===== config.mk =====
export PLATFORM = sky130hd
export DESIGN_NAME = subservient_dbg_uart_flat
export DESIGN_NICKNAME = d
export VERILOG_FILES = /design/src/rtl/subservient_dbg_uart_if.sv /design/src/rtl/subservient_dbg_uart.sv /design/src/flat_wrapper.sv
export SDC_FILE = /design/constraint.sdc
export NUM_CORES = 1
export LEC_CHECK = 0
export CAP_MARGIN = 20
export CORE_MARGIN = 3
export CORE_UTILIZATION = 30
export DETAILED_ROUTE_END_ITERATION = 10
export GPL_TIMING_DRIVEN = 1
export PLACE_DENSITY = 0.59
export SLEW_MARGIN = 20
export SYNTH_ARGS = -nofsm -noshare
export SYNTH_HDL_FRONTEND = slang
export SYNTH_SLANG_ARGS = --single-unit

===== constraint.sdc =====
create_clock -name i_clk -period 2 [get_ports i_clk]
set_input_delay 0.4 -clock i_clk [delete_from_list [all_inputs] [get_ports i_clk]]
set_output_delay 0.4 -clock i_clk [all_outputs]
set_load 0.005 [all_outputs]

===== src/rtl/subservient_dbg_uart_if.sv =====
// Debug Wishbone master bundle between the UART bridge and the SoC debug port.
// Pure wiring: no state, no latency.
// Backpressure is the slave's ack; the master holds stb until it sees ack.
interface subservient_dbg_uart_if;
    logic [31:0] o_wb_adr;
    logic [31:0] o_wb_dat;
    logic [3:0]  o_wb_sel;
    logic        o_wb_we;
    logic        o_wb_stb;
    logic [31:0] i_wb_rdt;
    logic        i_wb_ack;

    modport master (
        output o_wb_adr, o_wb_dat, o_wb_sel, o_wb_we, o_wb_stb,
        input  i_wb_rdt, i_wb_ack
    );

    modport slave (
        input  o_wb_adr, o_wb_dat, o_wb_sel, o_wb_we, o_wb_stb,
        output i_wb_rdt, i_wb_ack
    );
endinterface


===== src/rtl/subservient_dbg_uart.sv =====
// UART (8N1) to debug-Wishbone bridge: host loads/reads SRAM and halts/releases the core.
// Latency: stb one cycle after the last field byte; TX starts one cycle after ack.
// Backpressure: WB waits for ack indefinitely; RX bytes arriving during WB/RESP are dropped.
// Optional: define SUBSERVIENT_DBG_ACK_EN to answer 'W'/'H'/'G' with a 0x06 byte.
module subservient_dbg_uart #(
    parameter int CLK_DIV = 104
) (
    input  logic                          i_clk,
    input  logic                          i_rst_n,
    input  logic                          i_rx,
    output logic                          o_tx,
    output logic                          o_debug_mode,
    subservient_dbg_uart_if.master        wb
);

    localparam int            CW       = $clog2(CLK_DIV);
    localparam logic [CW-1:0] DIV_LAST = CW'(CLK_DIV - 1);
    localparam logic [CW-1:0] DIV_HALF = CW'(CLK_DIV / 2 - 1);

`ifdef SUBSERVIENT_DBG_ACK_EN
    localparam logic [2:0]    ACK_REM  = 3'd1;
`else
    localparam logic [2:0]    ACK_REM  = 3'd0;
`endif

    localparam logic [7:0] CMD_W = 8'h57;
    localparam logic [7:0] CMD_R = 8'h52;
    localparam logic [7:0] CMD_H = 8'h48;
    localparam logic [7:0] CMD_G = 8'h47;

    typedef enum logic [1:0] {RX_IDLE, RX_START, RX_DATA, RX_STOP} rx_state_e;
    typedef enum logic [2:0] {P_CMD, P_ADDR, P_DATA, P_WB, P_RESP} p_state_e;

    // receiver state
    logic            rx_meta_q,  rx_meta_d;
    logic            rx_sync_q,  rx_sync_d;
    logic            rx_last_q,  rx_last_d;
    rx_state_e       rx_state_q, rx_state_d;
    logic [CW-1:0]   rx_cnt_q,   rx_cnt_d;
    logic [2:0]      rx_bit_q,   rx_bit_d;
    logic [7:0]      rx_shift_q, rx_shift_d;
    logic            rx_vld_q,   rx_vld_d;
    logic            rx_ferr_q,  rx_ferr_d;

    // parser / wishbone state
    p_state_e        p_state_q,  p_state_d;
    logic [7:0]      cmd_q,      cmd_d;
    logic [1:0]      fld_cnt_q,  fld_cnt_d;
    logic [31:0]     adr_q,      adr_d;
    logic [31:0]     dat_q,      dat_d;
    logic            stb_q,      stb_d;
    logic            we_q,       we_d;
    logic            dbg_q,      dbg_d;
    logic [31:0]     buf_q,      buf_d;
    logic [2:0]      rem_q,      rem_d;

    // transmitter state
    logic            tx_q,       tx_d;
    logic            tx_busy_q,  tx_busy_d;
    logic [CW-1:0]   tx_cnt_q,   tx_cnt_d;
    logic [3:0]      tx_bit_q,   tx_bit_d;
    logic [8:0]      tx_shift_q, tx_shift_d;

    logic            tx_ready;
    logic            tx_go;

    // Receiver: synchronise, find the start edge, sample each bit at its centre.
    always_comb begin
        rx_meta_d  = i_rx;
        rx_sync_d  = rx_meta_q;
        rx_last_d  = rx_sync_q;
        rx_state_d = rx_state_q;
        rx_cnt_d   = rx_cnt_q;
        rx_bit_d   = rx_bit_q;
        rx_shift_d = rx_shift_q;
        rx_vld_d   = 1'b0;
        rx_ferr_d  = 1'b0;
        case (rx_state_q)
            RX_IDLE: begin
                // edge, not level, so a held-low line after a framing error does not retrigger
                if (rx_last_q && !rx_sync_q) begin
                    rx_state_d = RX_START;
                    rx_cnt_d   = '0;
                end
            end
            RX_START: begin
                if (rx_cnt_q == DIV_HALF) begin
                    rx_cnt_d = '0;
                    rx_bit_d = 3'd0;
                    rx_state_d = rx_sync_q ? RX_IDLE : RX_DATA;
                end else begin
                    rx_cnt_d = rx_cnt_q + 1'b1;
                end
            end
            RX_DATA: begin
                if (rx_cnt_q == DIV_LAST) begin
                    rx_cnt_d   = '0;
                    rx_shift_d = {rx_sync_q, rx_shift_q[7:1]};
                    rx_bit_d   = rx_bit_q + 3'd1;
                    if (rx_bit_q == 3'd7) begin
                        rx_state_d = RX_STOP;
                    end
                end else begin
                    rx_cnt_d = rx_cnt_q + 1'b1;
                end
            end
            RX_STOP: begin
                if (rx_cnt_q == DIV_LAST) begin
                    rx_cnt_d   = '0;
                    rx_state_d = RX_IDLE;
                    rx_vld_d   = rx_sync_q;
                    rx_ferr_d  = !rx_sync_q;
                end else begin
                    rx_cnt_d = rx_cnt_q + 1'b1;
                end
            end
            default: rx_state_d = RX_IDLE;
        endcase
    end

    // Parser and transmitter share one block because the parser hands bytes to TX combinationally.
    always_comb begin
        p_state_d  = p_state_q;
        cmd_d      = cmd_q;
        fld_cnt_d  = fld_cnt_q;
        adr_d      = adr_q;
        dat_d      = dat_q;
        stb_d      = stb_q;
        we_d       = we_q;
        dbg_d      = dbg_q;
        buf_d      = buf_q;
        rem_d      = rem_q;
        tx_d       = tx_q;
        tx_busy_d  = tx_busy_q;
        tx_cnt_d   = tx_cnt_q;
        tx_bit_d   = tx_bit_q;
        tx_shift_d = tx_shift_q;

        // TX can take a new byte when idle or in the final clock of a stop bit (back-to-back frames)
        tx_ready = !tx_busy_q || (tx_bit_q == 4'd9 && tx_cnt_q == DIV_LAST);
        tx_go    = (p_state_q == P_RESP) && (rem_q != 3'd0) && tx_ready;

        case (p_state_q)
            P_CMD: begin
                if (rx_vld_q) begin
                    case (rx_shift_q)
                        CMD_W, CMD_R: begin
                            cmd_d     = rx_shift_q;
                            fld_cnt_d = 2'd0;
                            p_state_d = P_ADDR;
                        end
                        CMD_H, CMD_G: begin
                            cmd_d     = rx_shift_q;
                            dbg_d     = (rx_shift_q == CMD_H);
                            buf_d     = 32'h0000_0006;
                            rem_d     = ACK_REM;
                            p_state_d = P_RESP;
                        end
                        default: ;
                    endcase
                end
            end
            P_ADDR: begin
                if (rx_ferr_q) begin
                    p_state_d = P_CMD;
                end else if (rx_vld_q) begin
                    adr_d     = {rx_shift_q, adr_q[31:8]};
                    fld_cnt_d = fld_cnt_q + 2'd1;
                    if (fld_cnt_q == 2'd3) begin
                        if (cmd_q == CMD_W) begin
                            p_state_d = P_DATA;
                        end else begin
                            stb_d     = 1'b1;
                            we_d      = 1'b0;
                            p_state_d = P_WB;
                        end
                    end
                end
            end
            P_DATA: begin
                if (rx_ferr_q) begin
                    p_state_d = P_CMD;
                end else if (rx_vld_q) begin
                    dat_d     = {rx_shift_q, dat_q[31:8]};
                    fld_cnt_d = fld_cnt_q + 2'd1;
                    if (fld_cnt_q == 2'd3) begin
                        stb_d     = 1'b1;
                        we_d      = 1'b1;
                        p_state_d = P_WB;
                    end
                end
            end
            P_WB: begin
                // RX bytes and framing errors are ignored here so an open bus cycle is never abandoned
                if (wb.i_wb_ack) begin
                    stb_d     = 1'b0;
                    we_d      = 1'b0;
                    p_state_d = P_RESP;
                    if (cmd_q == CMD_R) begin
                        buf_d = wb.i_wb_rdt;
                        rem_d = 3'd4;
                    end else begin
                        buf_d = 32'h0000_0006;
                        rem_d = ACK_REM;
                    end
                end
            end
            P_RESP: begin
                if (tx_go) begin
                    buf_d = {8'h00, buf_q[31:8]};
                    rem_d = rem_q - 3'd1;
                end else if (rem_q == 3'd0 && !tx_busy_q) begin
                    p_state_d = P_CMD;
                end
            end
            default: p_state_d = P_CMD;
        endcase

        // TX frame: bit 0 is the start bit, 1..8 data, 9 the stop bit
        if (tx_go) begin
            tx_d       = 1'b0;
            tx_shift_d = {1'b1, buf_q[7:0]};
            tx_bit_d   = 4'd0;
            tx_cnt_d   = '0;
            tx_busy_d  = 1'b1;
        end else if (tx_busy_q) begin
            if (tx_cnt_q == DIV_LAST) begin
                tx_cnt_d = '0;
                if (tx_bit_q == 4'd9) begin
                    tx_busy_d = 1'b0;
                    tx_d      = 1'b1;
                end else begin
                    tx_d       = tx_shift_q[0];
                    tx_shift_d = {1'b1, tx_shift_q[8:1]};
                    tx_bit_d   = tx_bit_q + 4'd1;
                end
            end else begin
                tx_cnt_d = tx_cnt_q + 1'b1;
            end
        end
    end

    // State registers; reset puts the core in debug mode with the bus idle.
    always_ff @(posedge i_clk or negedge i_rst_n) begin
        if (!i_rst_n) begin
            rx_meta_q  <= 1'b1;
            rx_sync_q  <= 1'b1;
            rx_last_q  <= 1'b1;
            rx_state_q <= RX_IDLE;
            rx_cnt_q   <= '0;
            rx_bit_q   <= 3'd0;
            rx_shift_q <= 8'h00;
            rx_vld_q   <= 1'b0;
            rx_ferr_q  <= 1'b0;
            p_state_q  <= P_CMD;
            cmd_q      <= 8'h00;
            fld_cnt_q  <= 2'd0;
            adr_q      <= 32'h0;
            dat_q      <= 32'h0;
            stb_q      <= 1'b0;
            we_q       <= 1'b0;
            dbg_q      <= 1'b1;
            buf_q      <= 32'h0;
            rem_q      <= 3'd0;
            tx_q       <= 1'b1;
            tx_busy_q  <= 1'b0;
            tx_cnt_q   <= '0;
            tx_bit_q   <= 4'd0;
            tx_shift_q <= 9'h1FF;
        end else begin
            rx_meta_q  <= rx_meta_d;
            rx_sync_q  <= rx_sync_d;
            rx_last_q  <= rx_last_d;
            rx_state_q <= rx_state_d;
            rx_cnt_q   <= rx_cnt_d;
            rx_bit_q   <= rx_bit_d;
            rx_shift_q <= rx_shift_d;
            rx_vld_q   <= rx_vld_d;
            rx_ferr_q  <= rx_ferr_d;
            p_state_q  <= p_state_d;
            cmd_q      <= cmd_d;
            fld_cnt_q  <= fld_cnt_d;
            adr_q      <= adr_d;
            dat_q      <= dat_d;
            stb_q      <= stb_d;
            we_q       <= we_d;
            dbg_q      <= dbg_d;
            buf_q      <= buf_d;
            rem_q      <= rem_d;
            tx_q       <= tx_d;
            tx_busy_q  <= tx_busy_d;
            tx_cnt_q   <= tx_cnt_d;
            tx_bit_q   <= tx_bit_d;
            tx_shift_q <= tx_shift_d;
        end
    end

    assign o_tx         = tx_q;
    assign o_debug_mode = dbg_q;
    assign wb.o_wb_adr  = adr_q;
    assign wb.o_wb_dat  = dat_q;
    assign wb.o_wb_sel  = 4'hF;
    assign wb.o_wb_we   = we_q;
    assign wb.o_wb_stb  = stb_q;

endmodule


===== src/flat_wrapper.sv =====
// flat-port wrapper written by rule: the top's interface ports become plain ports
module subservient_dbg_uart_flat 
#(
    parameter int CLK_DIV = 104
)
  (i_clk, i_rst_n, i_rx, o_tx, o_debug_mode, wb_o_wb_adr, wb_o_wb_dat, wb_o_wb_sel, wb_o_wb_we, wb_o_wb_stb, wb_i_wb_rdt, wb_i_wb_ack);
  subservient_dbg_uart_if wb_i ();
  input  logic i_clk;
  input  logic i_rst_n;
  input  logic i_rx;
  output logic o_tx;
  output logic o_debug_mode;
  output wire logic [$bits(wb_i.o_wb_adr)-1:0] wb_o_wb_adr;
  output wire logic [$bits(wb_i.o_wb_dat)-1:0] wb_o_wb_dat;
  output wire logic [$bits(wb_i.o_wb_sel)-1:0] wb_o_wb_sel;
  output wire logic [$bits(wb_i.o_wb_we)-1:0] wb_o_wb_we;
  output wire logic [$bits(wb_i.o_wb_stb)-1:0] wb_o_wb_stb;
  input wire logic [$bits(wb_i.i_wb_rdt)-1:0] wb_i_wb_rdt;
  input wire logic [$bits(wb_i.i_wb_ack)-1:0] wb_i_wb_ack;
  assign wb_o_wb_adr = wb_i.o_wb_adr;
  assign wb_o_wb_dat = wb_i.o_wb_dat;
  assign wb_o_wb_sel = wb_i.o_wb_sel;
  assign wb_o_wb_we = wb_i.o_wb_we;
  assign wb_o_wb_stb = wb_i.o_wb_stb;
  assign wb_i.i_wb_rdt = wb_i_wb_rdt;
  assign wb_i.i_wb_ack = wb_i_wb_ack;
  subservient_dbg_uart #(.CLK_DIV(CLK_DIV)) u_core (.i_clk(i_clk), .i_rst_n(i_rst_n), .i_rx(i_rx), .o_tx(o_tx), .o_debug_mode(o_debug_mode), .wb(wb_i));
endmodule

-- Word level (Yosys, flattened, before mapping)
Index checks and enable logic that the tools add are counted.
- bits in registers: 162
- bits in latches: 0
- memory bits (writable): 0
- memory bits (read-only): 0
- input port bits: 36
- output and inout port bits: 72
- memories kept: 0
- add/subtract/negate cells: 6
- multiply operators: 0
- divide/modulo/power cells: 0
- magnitude comparators: 0
- eq/ne operators: 46
- shift operators: 0
- muxes and demuxes: 81
- bitwise gates (word level): 1
- reduce and logical (&&, ||, !) cells: 36
- operators with widths (operator ; number):
    $mux W32 ; 5
    $pmux W32 S3 ; 1
    $mux W3 ; 17
    $eq A8 B7 Y1 const B ; 6
    $mux W7 ; 6
    $mux W9 ; 4
    $ne A2 B1 Y1 const B ; 13
    $mux W1 ; 25
    $pmux W7 S3 ; 1
    $mux W2 ; 10
    $ne A2 B2 Y1 const B ; 9
    $reduce_and A3 Y1 ; 6
    $reduce_and A9 Y1 ; 2
    $mux W4 ; 4
    $pmux W3 S5 ; 1
    $reduce_and A5 Y1 ; 3
    $add A7 B1 Y7 const B ; 2
    $eq A7 B7 Y1 const B ; 2
    $ne A3 B1 Y1 const B ; 4
    $pmux W3 S2 ; 2
    $pmux W3 S3 ; 1
    $reduce_bool A3 Y1 ; 3
    $pmux W2 S4 ; 1
    $reduce_bool A2 Y1 ; 4
    23 further kinds ; 38

-- Depth between registers and ports, before layout
Gate-level depths: netlist (run 1).
- depth after elaboration: 6
- depth in mapped cells: 8
- gate-level depth less buffers: 8

-- Least setup slack after synthesis (run 1)
Ideal clock, no wire load.
- path type: register to register
- start: register u_core.rx_shift_q[0]
- end: register u_core.buf_q[0]
- setup time: 0.125 ns
- arrival: 1.933 ns
- data required time: 1.875 ns
- setup slack: -0.059 ns
- stages on the path, launching flop included: 8
- buffers on the path: 2
- clock period less this slack: 2.059 ns
- cell sequence: dfrtp_1 > buf_6 > or4b_4 > a21oi_2 > nand2b_1 > nand3_4 > buf_6 > mux2_4
- longest elaborated chain between the ends: 4
- elaborated cells on any way between the ends: 5
- ends and longest elaborated chain (what ; RTL line ; source):
    start, declared ; subservient_dbg_uart.sv:41 ; logic [7:0] rx_shift_q, rx_shift_d;
    start signal, assigned ; subservient_dbg_uart.sv:277 ; rx_shift_q <= rx_shift_d;
    $eq A8 B7 Y1 ; subservient_dbg_uart.sv:146 ; case (rx_shift_q)
    $reduce_or A2 Y1 * ; subservient_dbg_uart.sv:146 ;
    $ne A2 B2 Y1 (no source line) * ; n/a ;
    $reduce_and A5 Y1 (no source line) * ; n/a ;
    end signal, assigned ; subservient_dbg_uart.sv:288 ; buf_q <= buf_d;
    end, declared ; subservient_dbg_uart.sv:54 ; logic [31:0] buf_q, buf_d;
Mark *: on every way between the ends. The rest lies on a longest branch, timed or not.
A chain may end at the register's enable or synchronous reset.

-- Worst setup path after layout (run 1)
- start: register u_core.tx_cnt_q[3]
- end: register u_core.buf_q[5]
- longest elaborated chain between the ends: 6
- ends and longest elaborated chain (what ; RTL line ; source):
    start, declared ; subservient_dbg_uart.sv:60 ; logic [CW-1:0] tx_cnt_q, tx_cnt_d;
    start signal, assigned ; subservient_dbg_uart.sv:292 ; tx_cnt_q <= tx_cnt_d;
    $eq A7 B7 Y1 ; subservient_dbg_uart.sv:140 ; tx_ready = !tx_busy_q || (tx_bit_q == 4'd9 && tx_cnt_q == DIV_LAST);
    $logic_and A1 B1 Y1 ; subservient_dbg_uart.sv:140 ;
    $logic_or A1 B1 Y1 ; subservient_dbg_uart.sv:140 ;
    $logic_and A1 B1 Y1 ; subservient_dbg_uart.sv:141 ; tx_go = (p_state_q == P_RESP) && (rem_q != 3'd0) && tx_ready;
    $ne A2 B1 Y1 (no source line) ; n/a ;
    $reduce_and A5 Y1 (no source line) ; n/a ;
Every way passes these cells.

==> flow_metrics.py, run 1 <==
metrics = {
    "outcome": {
        "status": "complete, but fails checks",
        "failed_checks": "negative setup slack",
    },
    "layout": {
        "nets": 776,
        "diodes": 0,
        "final_cell_area_um2": 9700,
        "area_delta_synth_final_pct": 34.6,
        "drive_above_1_share_pct": 31.2,
        "fillers": 2311,
    },
    "route": {
        "drtIter0Drc": 161,
        "ant_nets": 0,
        "detail_route.wl_per_cell_um": 14.7,
        "drcViolationCount": 0,
        "wirelength_mm": 15.7,
        "via_per_inst": 4.52,
        "dr.pass1.iters": 4,
        "vias": 4803,
    },
    "cts": {
        "numCtsBuffers": 17,
        "cts-htree-levels": 4,
        "clock_sinks": 161,
        "path_clk_slew_ns": 0.07,
        "clk_latency_ns": 0.43,
        "tritoncts": "done",
        "clockBufferDepth": 2,
        "cts.root.buffer_cell": "clkbuf_16",
    },
    "global_routing": {
        "overflow": 0,
        "grt_max_degree": 50,
        "grtUsageTotal_pct": 12.1,
        "grt_pass1_vias": 4916,
        "grt_pass1_wl_mm": 25.5,
        "grt_antenna_before_repair": 0,
    },
    "yosys": {
        "synth-adder-area-share_pct": 1.56,
        "synthFlopType": "dfrtp_1",
        "yosys.area_share.simple_pct": 9.63,
        "synth_seq_cells": 161,
        "synth-edff-count": 0,
        "yosys-mux-area-fraction_pct": 18.7,
        "synthCells": 575,
        "synth_top_family_by_area": "multiplexers",
        "synth_area_um2": 7210,
        "synth-xor-area-share_pct": 0.850,
        "synth_compound_area_share_pct": 9.55,
        "synth_seq_area_share_pct": 56.1,
        "yosys.cell_types.count": 57,
        "syn_area_per_cell_um2": 12.5,
        "yosys_warnings": 0,
        "async_flop_share_pct": 100,
    },
    "timing": {
        "finalCritPeriodShare_pct": 100,
        "finalCriticalPeriod_ns": 2.01,
        "grt_setup_unrepaired": "true",
        "finalHoldViolations": 0,
        "clock_skew_ns": 0.0113,
        "slew_viol_final": 0,
        "fmax_ghz": 0.498,
        "setup_violations": 4,
        "setup_tns_ns": -0.0255,
        "whs_ns": 0.356,
        "layout_setup_ws_ns": -0.00794,
    },
    "pwr": {
        "leakagePower_nw": 4.57,
        "vdd_drop_max_v": 0.000507,
        "p_total_mw": 9.14,
        "power_per_cell_area_nw_per_um2": 942,
    },
    "die": {
        "die_w_um": 161,
        "fp.dieH_um": 161,
        "io_pins": 108,
        "dieArea_um2": 25900,
        "std_cell_rows": 56,
        "start_util_pct": 30.6,
        "core_um2": 23500,
    },
    "critical_path": {
        "r2r_start": "u_core.tx_cnt_q[3]$_DFFE_PN0P_",
        "crit_type": "flip-flop to flip-flop",
        "critPathLaunchType": "flip-flop",
        "startpoint": "u_core.tx_cnt_q[3]$_DFFE_PN0P_",
        "crit_fanout": 16,
        "cp-end-kind": "flip-flop",
        "required_ns": 2.31,
        "arrival_ns": 2.32,
    },
    "hold_path": {
        "min-delay-path-class": "flip-flop to flip-flop",
        "min_from": "u_core.rx_meta_q$_DFF_PN1_",
    },
    "placed_design": {
        "io_buffer_count": 103,
        "placed_area_um2": 8960,
        "place_congestion": 0.801,
        "hpwl_mm": 10.8,
    },
    "job": {
        "cap_violations": 0,
    },
}
## layer usage
metal / track usage [%] / up-vias / routed length [µm]
li1: - / 2367 / -
met1: 15.6 / 2385 / 7240
met2: 20.5 / 38 / 7900
met3: 2.64 / 13 / 308
met4: 3.99 / 0 / 205
met5: 0 / - / 0
## cells by family (layout without fill, tap and decap cells)
logic type                 count (synthesis)  count (layout)
AOI/OAI and AO/OA                         96              96
and+or+nand+nor                          130             130
adders and majority gates                  9               9
buffers and inverters                     56             222
muxes                                    115             115
xor gates and xnor gates                   7               7
DFF                                      161             161
other                                      1               4
## Yosys cell counts (all sizes together) (9+ instances only)
cell    instances  share of area [%]
ha              9                1.6
mux2          102                 17
nand3          10               0.87
dfrtp         148                 51
a22o           26                3.2
nand2          29                1.5
dfstp          13                4.7
nor2           37                2.0
inv            26                1.4
o21ai          26                1.8
mux2i          13                1.8
clkbuf         12               0.62
buf            18                1.5
a21oi          11               0.82
## area by class of cell
type                       instances  area (µm²)  area share [%]
clock inverter                    12         115            1.19
multi-input combinational        361        2990            30.8
inverter                          26        97.6            1.01
sequential                       161        4050            41.7
clock buffer                      20         467            4.81
timing repair buffer             164        1590            16.3
tap                              319         399            4.11
## sequential cells by signal (all words and copies together), names as in the netlist, 2 cells and up, named ones only
name                flops
u_core.tx_shift_q       8
u_core.buf_q           32
u_core.rx_bit_q         3
u_core.rx_shift_q       8
u_core.wb.o_wb_dat     32
u_core.tx_bit_q         4
u_core.rem_q            3
u_core.fld_cnt_q        2
u_core.cmd_q            8
u_core.tx_cnt_q         7
u_core.p_state_q        3
u_core.wb.o_wb_adr     32
u_core.rx_cnt_q         7
## per-stage QoR
step | cells | worst slack, ns | util (%)
finish | 1063 | -0.00794 | 41.2
global placement | 1022 | -0.0476 | 38.1
detailed placement | 1022 | -0.0756 | 38.1
CTS | 1055 | 0.000226 | 40.6
global route | 1063 | -0.0684 | 41.2
floorplan | 578 | -0.0382 | -
## worst paths after layout
path	end	slack [ns]	cells past startpoint
min in group asynchronous	u_core.buf_q[7]$_DFFE_PN0P_	0.43	2
worst min-delay path	u_core.rx_last_d$_DFF_PN1_	0.36	0
worst max-delay path	u_core.buf_q[5]$_DFFE_PN0P_	-0.008	6
worst max register to register	u_core.buf_q[5]$_DFFE_PN0P_	-0.008	6
worst min register to register	u_core.rx_last_d$_DFF_PN1_	0.36	0
max in group asynchronous	u_core.o_debug_mode$_DFFE_PN1P_	0.92	3
## placed cells by master, fill, tap and decap left out, types with 4 or more instances in the layout
| cell type | count |
|---|---|
| buf_12 | 4 |
| nand2_1 | 29 |
| nand3_1 | 8 |
| clkbuf_16 | 19 |
| nor2_1 | 35 |
| inv_8 | 4 |
| nor3_1 | 6 |
| buf_4 | 53 |
| nor2b_1 | 7 |
| a21oi_1 | 10 |
| a22o_1 | 26 |
| ha_1 | 7 |
| conb_1 | 4 |
| mux2_2 | 83 |
| xnor2_1 | 7 |
| a21o_1 | 5 |
| clkdlybuf4s50_1 | 102 |
| mux2i_1 | 13 |
| o21ai_0 | 24 |
| and2_1 | 4 |
| o22ai_1 | 8 |
| nand3b_1 | 4 |
| mux2_4 | 19 |
| inv_6 | 4 |
| inv_1 | 26 |
| dfrtp_1 | 146 |
| and3_1 | 5 |
| dfstp_2 | 13 |
| clkinv_4 | 4 |
## worst max-delay path: stages, from the launching register on
cell and delay (ns):
dfrtp_1 0.37, or3b_4 0.41, o21a_4 0.23, o31ai_4 0.21, nand3_4 0.16, clkbuf_16 0.22
mux2_4 0.30
## power breakdown
part	internal, mW	switching [mW]	total [mW]
combinational	0.985	0.845	1.83
clock	1.75	1.44	3.19
sequential	3.76	0.365	4.13
total	6.49	2.65	9.14
## what timing repair did
| item | in CTS | in global routing |
|---|---|---|
| hold buffers | 1 | 0 |
| gates resized for setup | 4 | 15 |
| setup buffers | 0 | 6 |
| cloned | 0 | 2 |
| pin swaps | 1 | 1 |
| endpoints found under the hold margin | 23 | 0 |
| setup endpoints to repair | 6 | 81 |
Note: power is estimated with default switching activity, not from simulation.
==> run 2: changes to the inputs <==
--- a/config.mk
+++ b/config.mk
@@ -9,8 +9,9 @@
 export CORE_MARGIN = 3
 export CORE_UTILIZATION = 30
 export DETAILED_ROUTE_END_ITERATION = 10
+export DONT_BUFFER_PORTS = 1
 export GPL_TIMING_DRIVEN = 1
-export PLACE_DENSITY = 0.59
+export PLACE_DENSITY = 0.53
 export SLEW_MARGIN = 20
 export SYNTH_ARGS = -nofsm -noshare
 export SYNTH_HDL_FRONTEND = slang
==> flow_metrics.py, run 2 (synthesized netlist as in run 1, its figures left out) <==
metrics = {
    "pwr": {
        "power_per_cell_area_nw_per_um2": 1050,
        "vdd_drop_max_v": 0.000556,
        "leakagePower_nw": 4.10,
    },
    "layout": {
        "area_delta_synth_final_pct": 18.2,
        "fillers": 2316,
        "final_cell_area_um2": 8520,
        "diodes": 0,
        "final_common_cell": "dfrtp_1",
        "layout_common_cells": "147 x dfrtp_1, 83 x mux2_2, 36 x nor2_1, 36 x buf_4, 29 x nand2_1",
        "drive_above_1_share_pct": 33.4,
        "nets": 654,
        "utilization_pct": 36.2,
    },
    "global_routing": {
        "grt_pass1_wl_mm": 24.0,
        "grt_pass1_vias": 4546,
        "gr-usage-met2_pct": 19.5,
        "grt_antenna_before_repair": 0,
        "busiest_layer": "met2",
        "grt_use_met1_pct": 14.3,
        "grt_use_met3_pct": 2.64,
        "grtUsageTotal_pct": 11.5,
        "overflow": 0,
        "grt_max_degree": 162,
    },
    "die": {
        "die_w_um": 161,
        "dieArea_um2": 25900,
        "core_um2": 23500,
        "start_util_pct": 30.6,
        "fp.dieH_um": 161,
        "io_pins": 108,
        "std_cell_rows": 56,
    },
    "timing": {
        "whs_ns": -0.314,
        "slew_viol_final": 0,
        "setup_tns_ns": -0.000264,
        "layout_setup_ws_ns": -0.000264,
        "fmax_ghz": 0.500,
        "clock_skew_ns": 0.0148,
        "finalHoldViolations": 158,
        "grt_setup_unrepaired": "true",
        "setup_violations": 1,
        "finalCritPeriodShare_pct": 100,
        "finalCriticalPeriod_ns": 2.00,
    },
    "outcome": {
        "failed_checks": "negative hold slack, negative setup slack",
        "status": "complete, but fails checks",
    },
    "route": {
        "ant_nets": 0,
        "drtIter0Drc": 194,
        "dr.pass1.iters": 4,
        "vias": 4459,
        "drcViolationCount": 0,
        "wirelength_mm": 14.4,
        "via_per_inst": 4.74,
        "detail_route.wl_per_cell_um": 15.4,
    },
    "placed_design": {
        "place_congestion": 0.821,
        "place_worst_setup_slack_ns": -0.0536,
        "io_buffer_count": 0,
        "hpwl_mm": 10.0,
        "placed_area_um2": 7840,
    },
    "critical_path": {
        "crit_path_max_incr_delay_ns": 0.57,
        "slowest_stage": "or4b_4",
        "cp_cell_sequence": "or4b_4 -> a21oi_4 -> nand2b_4 -> nand3_4 -> clkbuf_16 -> mux2_4",
        "critPathLaunchType": "flip-flop",
        "crit_fanout": 14,
        "r2r_cells": 6,
        "cp-end-kind": "flip-flop",
        "arrival_ns": 2.30,
        "regToRegSetupSlack_ns": -0.0003,
        "crit_type": "flip-flop to flip-flop",
        "required_ns": 2.30,
    },
    "cts": {
        "cts-htree-levels": 4,
        "numCtsBuffers": 17,
        "cts.root.buffer_cell": "clkbuf_16",
        "tritoncts": "done",
        "clockBufferDepth": 2,
        "clock_sinks": 161,
        "post_cts_buffers": 0,
        "clk_latency_ns": 0.42,
        "path_clk_slew_ns": 0.07,
        "postCtsHoldBufs": 1,
    },
    "job": {
        "cap_violations": 0,
    },
    "hold_path": {
        "min-delay-path-class": "input pin to asynchronous set/reset pin",
    },
}
[run 2: cell types whose count changed in the layout (fill, tap and decap cells not counted), sizes merged]
| cell | change |
|---|---|
| clkdlybuf4s50 | -102 |
| buf | -19 |
| clkbuf | -3 |
| bufinv | +2 |
| clkinv | +1 |
| inv | -1 |
[run 2: stage by stage]
| stage | total power [mW] | cells |
|---|---|---|
| 2_1_floorplan | 5.18 | 578 |
| 3_3_place_gp | 5.59 | 907 |
| 3_5_place_dp | 5.66 | 907 |
| 4_1_cts | 9.02 | 940 |
| 5_1_grt | 9.46 | 941 |
| 6_report | 8.94 | 941 |
[run 2: worst max-delay path, delay by kind of cell, from the launching register on]
family                 cells  cell delay (ns)
and+or+nand+nor            3             0.82
DFF                        1             0.38
muxes                      1             0.30
buffers and inverters      1             0.21
AOI/OAI and AO/OA          1             0.17
[run 2: what timing repair did]
action                                  CTS  global route
gates cloned                              0             1
gates resized for setup                   5             9
endpoints found under the hold margin   162           161
pin swaps                                 0             1
endpoints found under the setup margin   25            74
[run 2: path summary, 6_finish.rpt]
check | from | to
min in group i_clk | wb_i_wb_rdt[24] | u_core.buf_q[24]$_DFFE_PN0P_
max | u_core.rx_shift_q[1]$_DFFE_PN0P_ | u_core.buf_q[18]$_DFFE_PN0P_
max in group asynchronous | i_rst_n | u_core.rx_meta_q$_DFF_PN1_
max reg2reg | u_core.rx_shift_q[1]$_DFFE_PN0P_ | u_core.buf_q[18]$_DFFE_PN0P_
min | i_rst_n | u_core.buf_q[4]$_DFFE_PN0P_
min reg2reg | u_core.rx_meta_q$_DFF_PN1_ | u_core.rx_last_d$_DFF_PN1_
[run 2: power breakdown]
part           leakage, nW  switching [mW]  internal, mW  total (mW)
Combinational         1.67           0.731         0.813        1.54
Clock                0.297            1.38          1.89        3.27
Sequential            2.13           0.373          3.76        4.13
Total                 4.10            2.48          6.46        8.94
[run 2: layout make-up]
class | instances | area, µm² | area share [%]
Clock buffer | 18 | 429 | 5.04
Sequential cell | 161 | 4050 | 47.5
Clock inverter | 14 | 170 | 2.00
Inverter | 26 | 97.6 | 1.15
Multi-Input combinational cell | 361 | 3000 | 35.1
Tap cell | 319 | 399 | 4.68
Timing Repair Buffer | 42 | 385 | 4.52
[run 2: metal layers]
metal  share of wire [%]  vias up
met4                 1.7        0
met2                  53       59
met5                   0        -
li1                    -     2120
met3                 2.7       15
met1                  42     2265
